===== src/rtl/afifo_rd_stream_adapter.sv =====
// afifo_rd_stream_adapter: turns the async FIFO's fixed-latency read port into a valid/ready stream
// Build option: define AFIFO_RD_STREAM_LAST_EN to compile in burst framing (m_last/pkt_active).
// Ports:
//   rd_clk, rd_rst          read-domain clock, synchronous active-high reset
//   fifo_rd_en              FIFO read enable (issued only when buffer credit is available)
//   fifo_rd_empty           FIFO empty flag
//   fifo_rd_data            FIFO read data, valid RD_LATENCY cycles after fifo_rd_en
//   m_data/m_valid/m_ready  downstream stream, head of the prefetch buffer
//   m_last/pkt_active       burst framing (tied to 0 when framing is not built)
//   xfer_cnt                accepted beats since reset, wraps at 2^32
module afifo_rd_stream_adapter #(
    parameter int DATA_WIDTH = 16,
    parameter int RD_LATENCY = 1,
    parameter int BURST_LEN  = 256
) (
    input  logic                  rd_clk,
    input  logic                  rd_rst,
    output logic                  fifo_rd_en,
    input  logic                  fifo_rd_empty,
    input  logic [DATA_WIDTH-1:0] fifo_rd_data,
    output logic [DATA_WIDTH-1:0] m_data,
    output logic                  m_valid,
    input  logic                  m_ready,
    output logic                  m_last,
    output logic                  pkt_active,
    output logic [31:0]           xfer_cnt
);
    localparam int BUF_DEPTH = RD_LATENCY + 2;
    localparam int CW = $clog2(BUF_DEPTH + 1);
    localparam int CW1 = CW + 1;
    localparam int PW = $clog2(BUF_DEPTH);

    logic [DATA_WIDTH-1:0] buf_q [BUF_DEPTH];
    logic [PW-1:0]         wr_ptr_q, wr_ptr_d, rd_ptr_q, rd_ptr_d;
    logic [CW-1:0]         buf_cnt_q, buf_cnt_d, inflight_cnt;
    logic [RD_LATENCY-1:0] inflight_q, inflight_d;
    logic [31:0]           xfer_cnt_q, xfer_cnt_d;
    logic                  push, pop;

    // Credit counts both buffered words and reads still in the FIFO pipeline,
    // so a word returning from the FIFO always has a free buffer slot.
    always_comb begin
        inflight_cnt = '0;
        for (int i = 0; i < RD_LATENCY; i++) inflight_cnt = inflight_cnt + CW'(inflight_q[i]);
        push = inflight_q[RD_LATENCY-1];
        m_valid = buf_cnt_q != '0;
        pop = m_valid && m_ready;
        fifo_rd_en = !rd_rst && !fifo_rd_empty && ({1'b0, buf_cnt_q} + {1'b0, inflight_cnt} < CW1'(BUF_DEPTH));
        buf_cnt_d = buf_cnt_q + CW'(push) - CW'(pop);
        inflight_d = RD_LATENCY'({inflight_q, fifo_rd_en});
        wr_ptr_d = push ? (wr_ptr_q == PW'(BUF_DEPTH - 1) ? '0 : wr_ptr_q + 1'b1) : wr_ptr_q;
        rd_ptr_d = pop ? (rd_ptr_q == PW'(BUF_DEPTH - 1) ? '0 : rd_ptr_q + 1'b1) : rd_ptr_q;
        xfer_cnt_d = xfer_cnt_q + 32'(pop);
    end

    assign m_data   = buf_q[rd_ptr_q];
    assign xfer_cnt = xfer_cnt_q;

    // Clearing the in-flight tracker on reset discards data of reads issued before reset.
    always_ff @(posedge rd_clk) begin
        if (rd_rst) begin
            for (int i = 0; i < BUF_DEPTH; i++) buf_q[i] <= '0;
            wr_ptr_q   <= '0;
            rd_ptr_q   <= '0;
            buf_cnt_q  <= '0;
            inflight_q <= '0;
            xfer_cnt_q <= '0;
        end else begin
            if (push) buf_q[wr_ptr_q] <= fifo_rd_data;
            wr_ptr_q   <= wr_ptr_d;
            rd_ptr_q   <= rd_ptr_d;
            buf_cnt_q  <= buf_cnt_d;
            inflight_q <= inflight_d;
            xfer_cnt_q <= xfer_cnt_d;
        end
    end

`ifdef AFIFO_RD_STREAM_LAST_EN
    localparam logic [0:0] S_IDLE  = 1'b0;
    localparam logic [0:0] S_BURST = 1'b1;

    logic [0:0]  state_q, state_d;
    logic [15:0] beat_q, beat_d;

    // With BURST_LEN=1 every beat carries m_last, so the FSM never leaves IDLE.
    always_comb begin
        m_last  = m_valid && (beat_q == 16'(BURST_LEN - 1));
        beat_d  = pop ? (m_last ? '0 : beat_q + 16'd1) : beat_q;
        state_d = pop ? (m_last ? S_IDLE : S_BURST) : state_q;
    end

    always_ff @(posedge rd_clk) begin
        if (rd_rst) begin
            state_q <= S_IDLE;
            beat_q  <= '0;
        end else begin
            state_q <= state_d;
            beat_q  <= beat_d;
        end
    end

    assign pkt_active = state_q == S_BURST;
`else
    assign m_last     = 1'b0;
    assign pkt_active = 1'b0;
`endif
endmodule


===== config.mk =====
export PLATFORM = sky130hd
export DESIGN_NAME = afifo_rd_stream_adapter
export DESIGN_NICKNAME = d
export VERILOG_FILES = /design/src/rtl/afifo_rd_stream_adapter.sv
export SDC_FILE = /design/constraint.sdc
export NUM_CORES = 1
export LEC_CHECK = 0
export CAP_MARGIN = 20
export CORE_ASPECT_RATIO = 0.7
export CORE_MARGIN = 10
export CORE_UTILIZATION = 45
export DETAILED_ROUTE_END_ITERATION = 6
export DONT_BUFFER_PORTS = 1
export HOLD_SLACK_MARGIN = 0.06
export PLACE_DENSITY = 0.69
export SYNTH_ARGS = -nofsm -noshare
export SYNTH_HDL_FRONTEND = slang
export SYNTH_SLANG_ARGS = --single-unit

===== constraint.sdc =====
create_clock -name rd_clk -period 4.5 [get_ports rd_clk]
set_input_delay 0.9 -clock rd_clk [delete_from_list [all_inputs] [get_ports rd_clk]]
set_output_delay 0.9 -clock rd_clk [all_outputs]
set_load 0.02 [all_outputs]

# ---- Yosys cells after proc, flatten, opt, wreduce, memory -nomap -nowiden
# Memory sizes are Yosys's and may differ from the RTL's. A register that Yosys moved wholly into a read port is not among the register bits.
# Index checks and enable logic that the tools add are counted.
dict set report word_totals {
  register_bits 39
  input_bits 20
  memories 1
  wordCells 34
  out_inout_bits 52
  ramBits 48
}
# name words width read_ports rd_clocked_by_memory_dff write_ports line_no
set mem_list {}
lappend mem_list {buf_q 3 16 1 1 3 33} ;# logic [DATA_WIDTH-1:0] buf_q [BUF_DEPTH];
dict set report op_classes {
  n_reduce_logical 7
  mux 12
  n_eq_ne 2
  magnitude_cmp 1
  n_addsub 6
}
# cell n
set ops {}
lappend ops {{$add 32x1->32} 1}
lappend ops {{$mux 16} 1}
lappend ops {{$reduce_or 16->1} 1}
lappend ops {{$mux 2} 5}
lappend ops {{$mux 1} 6}
lappend ops {{$add 2x1->2 const B} 2}
lappend ops {{$eq 2x2->1 const B} 2}
lappend ops {{$add 2x1->3} 1}
lappend ops {{$logic_and 1x1->1} 3}
lappend ops {{$lt 3x2->1 const B} 1}
lappend ops {{$add 2x1->2} 1}
lappend ops {{$logic_not 1->1} 2}
lappend ops {{$reduce_bool 2->1} 1}
lappend ops {{$sub 2x1->2} 1}

# ---- Depth between registers and ports, before layout
# Gate-level depths: netlist of run 1.
dict set report logic_depth {
  word_depth 5
  depth_mapped 7
  ltp_nobuf 6
}

# ---- Worst setup path after synthesis of run 1
# No wires, ideal clock.
dict set report synth_path {
  kind {in2out}
  startpoint {input rd_rst}
  endpoint {output fifo_rd_en}
  cell_stages 2
  arrival_ns 2.183
  path_slack_ns 1.417
  required_time_ns 3.600
  path_cell_list {clkbuf_1 > a2111oi_0}
}
dict set report synth_via {
  elab_chain_len 3
}
# item line_no
set synth_lines {}
lappend synth_lines {{from (decl)} 17} ;# input logic rd_rst,
lappend synth_lines {{$logic_not 1->1} 48} ;# fifo_rd_en = !rd_rst && !fifo_rd_empty && ({1'b0, buf_cnt_q} + {1'b0, inflight_cnt} < CW1'(BUF_DEPTH));
lappend synth_lines {{$logic_and 1x1->1 (2 in series)} 48}
lappend synth_lines {{to (decl)} 18} ;# output logic fifo_rd_en,
# No other way between the ends.

# ---- Worst setup path in the final report of run 1
dict set report layout_path {
  startpoint {register inflight_q}
  endpoint {output fifo_rd_en}
}
dict set report layout_via {
  elab_chain_len 3
}
# item line_no
set layout_lines {}
lappend layout_lines {{from (decl)} 36} ;# logic [RD_LATENCY-1:0] inflight_q, inflight_d;
lappend layout_lines {{from (signal assigned)} 73} ;# inflight_q <= inflight_d;
lappend layout_lines {{$add 2x1->3} 48}
lappend layout_lines {{$lt 3x2->1} 48}
lappend layout_lines {{$logic_and 1x1->1} 48}
# No other way between the ends.

==> results.tsv, run 1 <==
stage	metric	value	unit
routing	number of remaining DRC errors	0	
worst_setup_path	CP max FO	9	
final_layout	highest-count cells in the layout ignoring fill and taps	edfxtp_1 (64), dfxtp_1 (41), and2_1 (34)	
global_routing	total grt overflow	0	
die	I/O pin count	72	
worst_setup_path	Reg2Reg Depth	6	
clocking	Clock Latency Late Sink	340	ps
clocking	hold_buf cts	0	
yosys	Post-Syn Instances	363	
sta	Max Clk Rate	357.9	MHz
yosys	dominant synthesized flop cell	edfxtp_1	
sta	Final TNS setup	0	ps
placed_design	post-DP HPWL	6829	um
clocking	clk buf depth	2	
routing	Vias/cell	5.773	
clocking	Sink Count	105	
sta	RSZ-0062 raised after global routing	false	
worst_setup_path	CP arrival	1890	ps
yosys	count of cell types in the netlist	40	
routing	drt initial violations	232	
global_routing	total track usage	0.1375	
final_layout	P&R area growth vs syn	8.024	%
pwr	Pwr Density	438.7	nW/um^2
worst_hold_path	worst min-delay path class	flop to flop	
die	initial cell density of the core	0.4693	
placed_design	RePlAce Congestion	0.8051	
sta	post-layout min period	2794	ps
sta	relative slew slack	0.3993	
global_routing	largest net degree at the start of global routing	51	
worst_setup_path	worst reg2reg endpoint	xfer_cnt[18]$_SDFF_PP0_	
die	die area	14770	um^2
yosys	number of synthesized flops with an enable pin	64	
worst_setup_path	R2R setup slack	2080	ps
global_routing	first-pass GRT wire length	16190	um
global_routing	vias in the first global route	2787	
outcome	status	completed	
pwr	worst vdd ir	0.0002343	V
routing	Post-DRT Antenna Nets	0	
worst_setup_path	crit start category	flop	
sta	final worst path period share	0.6209	
clocking	CTS Buf Count	9	
final_layout	diodes inserted	0	
sta	Least-Margin Pin Slew	901.0	ps
yosys	Async SR Flop Fraction	0	
sta	setup violators final	0	
die	core region area	9834	um^2
global_routing	initial antenna violation count	0	
sta	Max Slew Vio Count	0	
sta	Clock Skew	5.783	ps
worst_hold_path	beginning of the worst hold path	rd_ptr_q[1]$_SDFFE_PP0P_	
die	die span in y	104.7	um
worst_hold_path	worst hold path stage count	2	
clocking	CTS tree	done	
final_layout	commonest non-fill, non-tap cell in the layout	edfxtp_1	
sta	Final Hold Viols	0	
die	die width	141.1	um
clocking	CTS Root Buffer Type	clkbuf_16	
yosys	Synth Register Bits	105	
clocking	post-CTS resize count	0	
pwr	Leakage	1.777	nW
placed_design	IO buf count	0	
clocking	CTS H-tree lvls	3	
clocking	Worst-path clk slew	70	ps
routing	final WL	10150	um
final_layout	layout net count	382	
yosys	syn avg cell area	12.72	um^2
yosys	Synth Cell Area	4616	um^2
die	Site Rows	30	
worst_setup_path	CP endpoint kind	output port	
worst_setup_path	critical path class	flop to output port	
yosys	Seq/Total Area, Yosys	0.5942	
worst_setup_path	worst r2r src	xfer_cnt[0]$_SDFF_PP0_	
routing	vias	2829	
sta	final hold slack	543.2	ps
routing	DR WL/cell	20.71	um
run	max_cap viols	0	
clocking	setup bufs post-CTS	0	
yosys	Yosys Warn Count	0	
worst_setup_path	WP data required	3600	ps
final_layout	layout cell share with drive strength beyond 1	0.1271	
routing	DRT Pass-1 Iters	4	
-- report_power, final --
group / total [mW] / switching [mW] / internal (mW)
clock network: 0.770 / 0.339 / 0.432
registers: 1.11 / 0.0417 / 1.07
logic: 0.303 / 0.181 / 0.122
-- synthesized netlist by cell type, types with 2 or more instances --
| cell type | count | area (um^2) |
|---|---|---|
| nand3_1 | 14 | 70.07 |
| xor2_1 | 12 | 105.1 |
| nand2_1 | 12 | 45.04 |
| buf_2 | 5 | 25.02 |
| or3_1 | 5 | 31.28 |
| and2_1 | 34 | 212.7 |
| nand4_1 | 8 | 50.05 |
| ha_1 | 5 | 62.56 |
| mux4_2 | 16 | 360.4 |
| clkbuf_1 | 10 | 37.54 |
| nor2b_1 | 8 | 50.05 |
| mux2_2 | 5 | 56.30 |
| a21oi_1 | 17 | 85.08 |
| and4_1 | 5 | 43.79 |
| buf_1 | 2 | 7.510 |
| xnor2_1 | 2 | 17.52 |
| nor2_1 | 24 | 90.09 |
| edfxtp_1 | 64 | 1922 |
| or4_1 | 10 | 75.07 |
| nor3_1 | 5 | 25.02 |
| dfxtp_1 | 41 | 820.8 |
| or2_2 | 3 | 18.77 |
| buf_4 | 5 | 37.54 |
| o31ai_1 | 10 | 75.07 |
| o21ai_0 | 5 | 25.02 |
| and3_1 | 19 | 118.9 |
| a2111oi_0 | 2 | 17.52 |
| inv_1 | 3 | 11.26 |
-- per-layer routing --
layer	wire, um	part of all wire	track usage
met1	4482	0.44	0.1750
met2	4804	0.47	0.2102
met3	733	0.072	0.05427
met4	128	0.013	0.04191
met5	0	0	0
-- registers in the layout, summed over array words and instances (netlist names), named ones only --
signal	flops
buf_q	64
xfer_cnt	32
buf_cnt_q	2
rd_ptr_q	2
wr_ptr_q	2
inflight_q	1
-- final cells by class --
cell class / count / area, um^2
flip-flops and latches: 105 / 2743
clock inverters: 5 / 56.30
repair buffers: 5 / 35.03
multi-input cells: 233 / 1748
inverters: 3 / 11.26
well taps: 128 / 160.2
clock buffers: 11 / 232.7
fillers: 844 / 4848
-- kinds of logic after synthesis --
logic type                 count (synthesis)  share of synthesized area
DFF                                      105                     0.5942
muxes                                     22                    0.09244
xor gates and xnor gates                  14                    0.02657
other                                      1                  0.0008124
adders and majority gates                  5                    0.01355
buffers and inverters                     26                    0.02819
AOI/OAI and AO/OA                         37                    0.04879
and+or+nand+nor                          153                     0.1954
-- per-stage QoR --
stage | utilization | instances | power (mW) | setup slack, ps | area, um^2
after global routing | 0.5070 | 490 | 2.281 | 1529 | 4986
after CTS | 0.5070 | 490 | 2.214 | 1694 | 4986
after detailed placement | 0.4776 | 474 | 1.448 | 1766 | 4697
after global placement | 0.4771 | 473 | 1.439 | 1640 | 4692
final | 0.5070 | 490 | 2.187 | 1706 | 4986
after floorplan | - | 364 | 1.386 | 1417 | 4619
-- critical path: stages (launching register included) --
cell and delay, ps:
dfxtp_1 490, ha_1 210, ha_1 230, a2111oi_1 380, buf_2 240
-- worst max path at each step --
| stage | from | slack (ps) | endpoint | depth (start not counted) |
|---|---|---|---|---|
| CTS | inflight_q$_SDFF_PP0_ | 1690 | fifo_rd_en | 4 |
| global route | inflight_q$_SDFF_PP0_ | 1530 | fifo_rd_en | 4 |
| floorplan | rd_rst | 1420 | fifo_rd_en | 2 |
| global placement | inflight_q$_SDFF_PP0_ | 1640 | fifo_rd_en | 3 |
| detailed placement | m_ready | 1770 | xfer_cnt[28]$_SDFF_PP0_ | 6 |
| finish | inflight_q$_SDFF_PP0_ | 1710 | fifo_rd_en | 4 |
(Power assumes the default switching activity.)
==> run 2, diff against run 1 <==
Clock period 4.5 ns to 2.6 ns, I/O delays scaled along.
==> run 2 against run 1 <==
Net effect:
- count of clock-buffer cells in the layout down 2
- flip-flop and latch count unchanged
- critical path depth unchanged
- power up 69%
- worst hold slack worse by 290 ps
- worst setup slack worse by 1400 ps
- die area unchanged
- cell area up 1.5%
- non-clock buffer count up 12
- critical path type unchanged
==> results.tsv, run 2 (synthesis gave the netlist of run 1 again) <==
stage	metric	value	unit	change
final_layout	Fillers	848		+0.47%
worst_setup_path	R2R setup slack	420	ps	-1660 ps
die	core region area	9834	um^2	unchanged
sta	setup violators final	0		unchanged
clocking	CTS tree	done		
routing	DRT Pass-1 Iters	6		+2
final_layout	diodes inserted	0		unchanged
die	Site Rows	30		unchanged
clocking	setup bufs post-CTS	0		unchanged
clocking	Clock Latency Late Sink	330	ps	about the same
pwr	worst vdd ir	0.0002914	V	+24%
global_routing	vias in the first global route	2840		+1.9%
global_routing	largest net degree at the start of global routing	51		unchanged
worst_hold_path	worst min-delay path class	primary input to flop		
routing	number of remaining DRC errors	0		unchanged
placed_design	IO buf count	0		unchanged
sta	relative slew slack	0.4762		+0.07685
run	max_cap viols	0		unchanged
final_layout	design area	5060	um^2	+1.5%
routing	final WL	10150	um	about the same
worst_setup_path	CP arrival	1810	ps	-80 ps
die	I/O pin count	72		unchanged
global_routing	initial antenna violation count	0		unchanged
clocking	clk buf depth	2		unchanged
worst_setup_path	Reg2Reg Depth	6		unchanged
pwr	Leakage	1.831	nW	+3.1%
placed_design	RePlAce Congestion	0.7833		-2.7%
global_routing	first-pass GRT wire length	15930	um	-1.6%
die	initial cell density of the core	0.4693		unchanged
final_layout	commonest non-fill, non-tap cell in the layout	edfxtp_1		
worst_setup_path	worst path cell trace	ha_1 -> ha_1 -> a2111oi_1 -> buf_4		
final_layout	max FFs per register	64		unchanged
routing	drt initial violations	208		-10%
pwr	sw frac	0.2635		+0.006868
die	die width	141.1	um	unchanged
worst_setup_path	CP max FO	5		-4
sta	Least-Margin Pin Slew	785.7	ps	-115.3 ps
global_routing	total track usage	0.1348		-0.002687
final_layout	P&R area growth vs syn	9.623	%	
routing	vias	2858		+1.0%
die	die area	14770	um^2	unchanged
pwr	internal power	2.729	mW	+68%
worst_setup_path	cell mode on critical path	ha_1		
routing	DR WL/cell	20.21	um	-2.4%
routing	Post-DRT Antenna Nets	0		unchanged
final_layout	highest-count cells in the layout ignoring fill and taps	edfxtp_1 (64), dfxtp_1 (41), and2_1 (34)		
clocking	CTS Buf Count	9		unchanged
sta	Max Clk Rate	428.4	MHz	
worst_hold_path	worst hold path stage count	1		-1
clocking	CTS H-tree lvls	3		unchanged
sta	final worst path period share	0.8977		
worst_setup_path	crit start category	flop		
pwr	Logic pwr share	0.153		+0.015
sta	post-layout min period	2334	ps	
final_layout	layout net count	394		+3.1%
worst_setup_path	WP data required	2080	ps	-1520 ps
sta	Max Slew Vio Count	0		unchanged
sta	Final Hold Viols	0		unchanged
placed_design	Post-DP Area	4790	um^2	+2.0%
sta	RSZ-0062 raised after global routing	false		
clocking	Worst-path clk slew	70	ps	about the same
final_layout	layout cell share with drive strength beyond 1	0.1578		+0.03068
routing	Vias/cell	5.693		-1.4%
clocking	Sink Count	105		unchanged
sta	Clock Skew	3.133	ps	-2.651 ps
worst_setup_path	critical path class	flop to output port		
worst_setup_path	crit-path max cell delay	420	ps	-70 ps
clocking	CTS Root Buffer Type	clkbuf_16		
pwr	switching pwr	0.9766	mW	+74%
pwr	Pwr Density	732.4	nW/um^2	+67%
clocking	post-CTS resize count	0		unchanged
worst_setup_path	slowest CP cell	a2111oi_1		
die	die span in y	104.7	um	unchanged
sta	Final TNS setup	0	ps	unchanged
outcome	status	completed		
placed_design	post-DP HPWL	7029	um	+2.9%
clocking	hold_buf cts	0		unchanged
pwr	Clk network pwr share	0.332		-0.020
global_routing	total grt overflow	0		unchanged
worst_setup_path	CP endpoint kind	output port		
pwr	Reg power frac	0.515		+0.006
final_layout	Reg with most FFs	buf_q		
[run 2: changes by cell type in the layout (fill, tap and decap cells not counted), sizes merged]
| cell | before | now |
|---|---|---|
| buf | 5 | 17 |
| bufinv | 1 | 0 |
| clkbuf | 11 | 9 |
| clkinv | 1 | 3 |
| clkinvlp | 2 | 3 |
[run 2: worst max-delay path: cells and delay by family (launching register included)]
kind | cells | cell delay [ps]
flops | 1 | 350
buf+inv | 1 | 220
compound gates | 1 | 420
fa+ha+maj | 2 | 490
[run 2: routing by layer]
metal | vias up | global-route usage | part of all wire
li1 | 1362 | - | -
met1 | 1428 | 0.1644 | 0.44
met2 | 59 | 0.2165 | 0.49
met3 | 9 | 0.05292 | 0.064
met4 | 0 | 0.03750 | 0.0098
met5 | - | 0 | 0
[run 2: power by group through the flow]
stage / registers [mW] / clock network, mW / logic, mW
final: 1.91 / 1.23 / 0.568
after global routing: 1.92 / 1.34 / 0.625
after CTS: 1.91 / 1.27 / 0.586
after detailed placement: 1.94 / 0 / 0.585
after global placement: 1.94 / 0 / 0.572
after floorplan: 1.94 / 0 / 0.463
[run 2: layout make-up]
cell class	instances	area [um^2]	share of cell area
repair buffers	17	127.6	0.02522
inverters	3	11.26	0.002226
well taps	128	160.2	0.03165
flip-flops and latches	105	2743	0.5420
multi-input cells	233	1748	0.3455
clock buffers	9	225.2	0.04451
clock inverters	7	45.04	0.008902
[run 2: through the flow]
| stage | power [mW] | util | std cells | hold slack (ps) | setup slack (ps) |
|---|---|---|---|---|---|
| CTS | 3.765 | 0.5145 | 502 | 228.5 | 222.3 |
| global route | 3.878 | 0.5145 | 502 | 226.2 | 171.7 |
| detailed placement | 2.529 | 0.4870 | 486 | 542.4 | 386.3 |
| floorplan | 2.399 | - | 364 | 490.4 | 142.0 |
| finish | 3.706 | 0.5145 | 502 | 251.6 | 265.9 |
| global placement | 2.509 | 0.4870 | 486 | 509.2 | 450.5 |
[run 2: path summary, 6_finish.rpt]
path,start,end
hold reg to reg,rd_ptr_q[0]$_SDFFE_PP0P_,rd_ptr_q[0]$_SDFFE_PP0P_
hold / removal,rd_rst,xfer_cnt[13]$_SDFF_PP0_
setup / recovery,buf_cnt_q[0]$_SDFF_PP0_,fifo_rd_en
setup reg to reg,buf_cnt_q[1]$_SDFF_PP0_,xfer_cnt[28]$_SDFF_PP0_
==> run 3, diff against run 2 <==
Settings changed: ABC_CLOCK_PERIOD_IN_PS set to 2600.
==> results of run 3 <==
Final layout, timing and power as in run 2 (identical DEF).
==> edit 1, RTL diff (config.mk and constraints of run 1) <==
Add a define of `AFIFO_RD_STREAM_LAST_EN`.
--- a/src/rtl/afifo_rd_stream_adapter.sv
+++ b/src/rtl/afifo_rd_stream_adapter.sv
@@ -10,2 +10,4 @@
 //   xfer_cnt                accepted beats since reset, wraps at 2^32
+`define AFIFO_RD_STREAM_LAST_EN
+
 module afifo_rd_stream_adapter #(
Check against the original RTL: not equivalent (a bounded check fails within 4 cycles, from zero or initial values and one cycle with rd_rst high).
==> edit 1 against run 1 <==
Via count grew 24%. Routed wire length rose by 16%. Worst setup slack got worse by 470 ps. Cell area increased by 22%. Power rose by 36%. Sequential cell count grew 17. Sequential power grew 16%. Synthesized area is 16% higher. Sequential share of layout area decreased by 4.1 points. Critical path type unchanged. Largest cell class unchanged.
==> edit 1: results (changes against run 1) <==
Worst hold path
  – Hold Path Origin: beat_q[1]$_SDFFE_PP0P_ (was rd_ptr_q[1]$_SDFFE_PP0P_)

Pwr
  – VDD IR max: 0.285 mV (was 0.234 mV)
  – Total leakage power: 2.17 nW (was 1.78 nW)
  – Clock-net power: 1.35 mW (was 0.770 mW)
  – PwrDens: 490 nW/um^2 (was 439 nW/um^2)
  – Flop pwr share: 0.433 (was 0.509)
  – Sw Share: 0.264 (was 0.257)

Critical path
  – Worst Reg2Reg Path Length in Cells: 6 (unchanged)
  – Worst R2R Setup Slack: 1940 ps (was 2080 ps)
  – CP max stage delay: 970 ps (was 490 ps)
  – Cell family with most CP delay: compound AO/OA/AOI/OAI gates (was flip-flops)
  – RR Endpoint: xfer_cnt[28]$_SDFF_PP0_ (was xfer_cnt[18]$_SDFF_PP0_)
  – Largest fanout on the critical path: 9 (unchanged)
  – CP max-delay cell: a2111oi_1 (was dfxtp_1)

Logic synthesis
  – Post-synthesis cell type count: 45 (was 40)
  – Post-synthesis area per instance: 11.9 um^2 (was 12.7 um^2)
  – Ranking of synthesized cells by area: edfxtp_1 36%, dfxtp_1 22%, mux4_2 6.7%, and2_1 4.2%, a21oi_1 2.7% (was edfxtp_1 42%, dfxtp_1 18%, mux4_2 7.8%, and2_1 4.6%, and3_1 2.6%)
  – Sequential area share after synthesis: 0.577 (was 0.594)
  – Compound-cell area share of the yosys netlist: 0.0667 (was 0.0488)
  – Adder-cell share of the synthesized area: 0.0140 (was 0.0136)
  – Mux contribution to synthesized area: 0.0775 (was 0.0924)
  – Most frequent cells after synthesis: 64 x edfxtp_1, 58 x dfxtp_1, 36 x and2_1 (was 64 x edfxtp_1, 41 x dfxtp_1, 34 x and2_1)
  – Synth Area in XOR/XNOR: 0.0344 (was 0.0266)

Drt
  – Total Wirelength: 11.8 mm (was 10.1 mm)
  – 1st-iter DRT viols: 231 (was 232)
  – Routed length per instance: 19.0 um (was 20.7 um)
  – Vias per Instance: 5.67 (was 5.77)

Timing
  – F_max: 0.306 GHz (was 0.358 GHz)
  – Final Skew: 9.49 ps (was 5.78 ps)
  – Actual slew at the worst max-slew pin: 1070 ps (was 901 ps)
  – Min Hold Slack: 498 ps (was 543 ps)

Clocking
  – Total CTS buffers: 17 (was 9)
  – Max H-tree Level: 4 (was 3)
  – Clock latency on the worst-skew pair: 420 ps (was 340 ps)

Global route
  – Initial antenna violation count: 0 (unchanged)
  – Vias in the first global route: 3382 (was 2787)
  – First-pass GRT wire length: 18.6 mm (was 16.2 mm)
  – Largest net degree at the start of global routing: 56 (was 51)
  – Total Routing Usage GR: 0.143 (was 0.137)

Placed design
  – Gp weighted congestion: 0.759 (was 0.805)
  – Placed Cells: 588 (was 474)
  – Hpwl dp: 7.81 mm (was 6.83 mm)
  – DP Area: 5470 um^2 (was 4700 um^2)
  – Worst slack at placement: 1600 ps (was 1770 ps)

Layout
  – Fin nets: 476 (was 382)
  – Share of cells above drive strength 1: 0.132 (was 0.127)

Outcome
  – Status: complete, no violations (unchanged)
==> edit 1: changes by cell type after synthesis, moves of 4 or more <==
cell,run 1,this run
a21oi_1,17,29
buf_4,5,0
clkbuf_1,10,15
dfxtp_1,41,58
mux2_2,5,1
nand2_1,12,23
nand4_1,8,15
nor2_1,24,31
nor4_1,0,4
o21ai_0,5,14
or3_1,5,13
xnor2_1,2,7
==> edit 1: final cells by class <==
class / count / area, um^2
fillers: 997 / 5590
multi-input cells: 301 / 2140
clock buffers: 17 / 425
inverters: 4 / 15.0
well taps: 157 / 196
repair buffers: 4 / 30.0
clock inverters: 15 / 165
flip-flops and latches: 122 / 3080
==> edit 1: worst min-delay path: cells and delay by family, from the launching register on <==
kind,cells,cell delay (ps)
flops,1,330
compound gates,1,60
simple gates,1,70
==> edit 1: routing by layer <==
layer / wire, um / part of all wire / track usage
met4: 177 / 0.015 / 0.0594
met2: 5450 / 0.46 / 0.212
met1: 5000 / 0.43 / 0.171
met3: 1130 / 0.096 / 0.0730
met5: 0 / 0 / 0
==> edit 2, RTL diff (config.mk and constraints of run 1) <==
Without the edit above. Put one more register stage on the output `xfer_cnt`, without a reset. The value now appears one clock later. The other outputs are not delayed to match.
--- a/src/rtl/afifo_rd_stream_adapter.sv
+++ b/src/rtl/afifo_rd_stream_adapter.sv
@@ -56,3 +56,5 @@
     assign m_data   = buf_q[rd_ptr_q];
-    assign xfer_cnt = xfer_cnt_q;
+    always_ff @(posedge rd_clk) begin
+        xfer_cnt <= xfer_cnt_q;
+    end
 
Function: changed (a bounded check fails within 4 cycles, from zero or initial values and one cycle with rd_rst high).
==> edit 2 against run 1 <==
Sequential cell count is 32 higher. Worst setup slack worse by 260 ps. Utilization increased by 2.8 points. Cell area up 20%. Via count rose by 9.2%. Fmax decreased by 8.4%. Routed wire length is 6.9% higher. Power grew 41%. Synthesized cell count up 9.1%. First-iteration DRC count fell by 17%. Synthesized area is 13% higher. Combinational power decreased by 4%. Sequential share of layout area up 1.6 points. Critical path type unchanged.
==> edit 2: results (changes against run 1) <==
Outcome
  – Status: complete, no violations (unchanged)

Global route
  – Vias in the first global route: 3168 (was 2787)
  – Total Routing Usage GR: 0.137 (about the same)
  – First-pass GRT wire length: 17.4 mm (was 16.2 mm)

Layout
  – Fin nets: 427 (was 382)
  – Fillers: 941 (was 844)

Timing
  – Final Skew: 9.95 ps (was 5.78 ps)
  – Max transition margin: 0.444 (was 0.399)

Clocking
  – Clock latency on the worst-skew pair: 400 ps (was 340 ps)
  – Total CTS buffers: 17 (was 9)

Logic synthesis
  – Ys flop type: dfxtp_1 (was edfxtp_1)
  – Sequential area share after synthesis: 0.648 (was 0.594)
  – Most frequent cells after synthesis: 73 x dfxtp_1, 64 x edfxtp_1, 33 x and2_1 (was 64 x edfxtp_1, 41 x dfxtp_1, 34 x and2_1)
  – Ranking of synthesized cells by area: edfxtp_1 37%, dfxtp_1 28%, mux4_2 6.9%, and2_1 4.0%, and3_1 2.2% (was edfxtp_1 42%, dfxtp_1 18%, mux4_2 7.8%, and2_1 4.6%, and3_1 2.6%)
  – Synth Instances: 396 (was 363)

Drt
  – Total Wirelength: 10.8 mm (was 10.1 mm)
  – Vias post-DR: 3090 (was 2829)
  – 1st-iter DRT viols: 192 (was 232)

Critical path
  – Largest fanout on the critical path: 12 (was 9)
  – Worst R2R Setup Slack: 1920 ps (was 2080 ps)
  – Critical path arrival: 2150 ps (was 1890 ps)
  – CP max stage delay: 850 ps (was 490 ps)

Pwr
  – Total leakage power: 2.18 nW (was 1.78 nW)
  – VDD IR max: 0.268 mV (was 0.234 mV)

Placed design
  – Hpwl dp: 7.32 mm (was 6.83 mm)
## edit 2: cell types whose count changed in the layout (fill, tap and decap cells not counted), sizes merged, moves of 3 or more
cell / change
dfxtp: +32
clkbuf: +9
inv: +8
nor4: +4
nor3: -3
or3: +3
## edit 2: per-layer routing
layer | track usage | up-vias | wire (um)
li1 | - | 1491 | -
met1 | 0.168 | 1521 | 4890
met2 | 0.217 | 74 | 5080
met3 | 0.0578 | 4 | 810
met4 | 0.0433 | 0 | 62
met5 | 0 | - | 0
## edit 2: final timing paths
check	cells past startpoint	end	startpoint
setup / recovery	2	m_data[6]	flip-flop
setup reg to reg	6	xfer_cnt_q[30]$_SDFF_PP0_	buf_cnt_q[1]$_SDFF_PP0_
hold reg to reg	0	xfer_cnt[30]$_DFF_P_	xfer_cnt_q[30]$_SDFF_PP0_
hold / removal	0	xfer_cnt[30]$_DFF_P_	xfer_cnt_q[30]$_SDFF_PP0_
## edit 2: area by class of cell
class	instances	share of cell area
Sequential cell	137	0.566
Inverter	4	0.00251
Timing Repair Buffer	6	0.00816
Clock inverter	12	0.0205
Tap cell	153	0.0320
Clock buffer	20	0.0799
Multi-Input combinational cell	236	0.291
## edit 2: cell families (layout without fill, tap and decap cells)
kind of cell / Yosys count / count (layout) / share of synthesized area
buf+inv: 24 / 42 / 0.0204
xor+xnor: 14 / 14 / 0.0235
simple gates: 156 / 156 / 0.172
fa+ha+maj: 5 / 5 / 0.0120
mux: 22 / 22 / 0.0817
compound gates: 37 / 37 / 0.0426
flops: 137 / 137 / 0.648
other cells: 1 / 2 / 0.000718
## edit 2: power by group
part / internal [mW] / leakage (nW) / total, mW / switching, mW
Combinational: 0.124 / 0.652 / 0.291 / 0.167
Sequential: 1.36 / 1.23 / 1.43 / 0.0643
Clock: 0.838 / 0.296 / 1.37 / 0.533
Total: 2.32 / 2.18 / 3.09 / 0.764
## edit 2: through the flow
stage / util / setup slack, ps / area (um^2)
3_3_place_gp: 0.481 / 1590 / 5370
2_1_floorplan: - / 1420 / 5230
5_1_grt: 0.535 / 1230 / 5980
3_5_place_dp: 0.482 / 1520 / 5380
4_1_cts: 0.535 / 1360 / 5980
6_report: 0.535 / 1450 / 5980
## edit 2: worst register-to-register path, delay by kind of cell, from the launching register on
family          cells  cell delay (ps)
flops               1              440
compound gates      1              320
fa+ha+maj           1              260
simple gates        3             1100
mux                 1              370
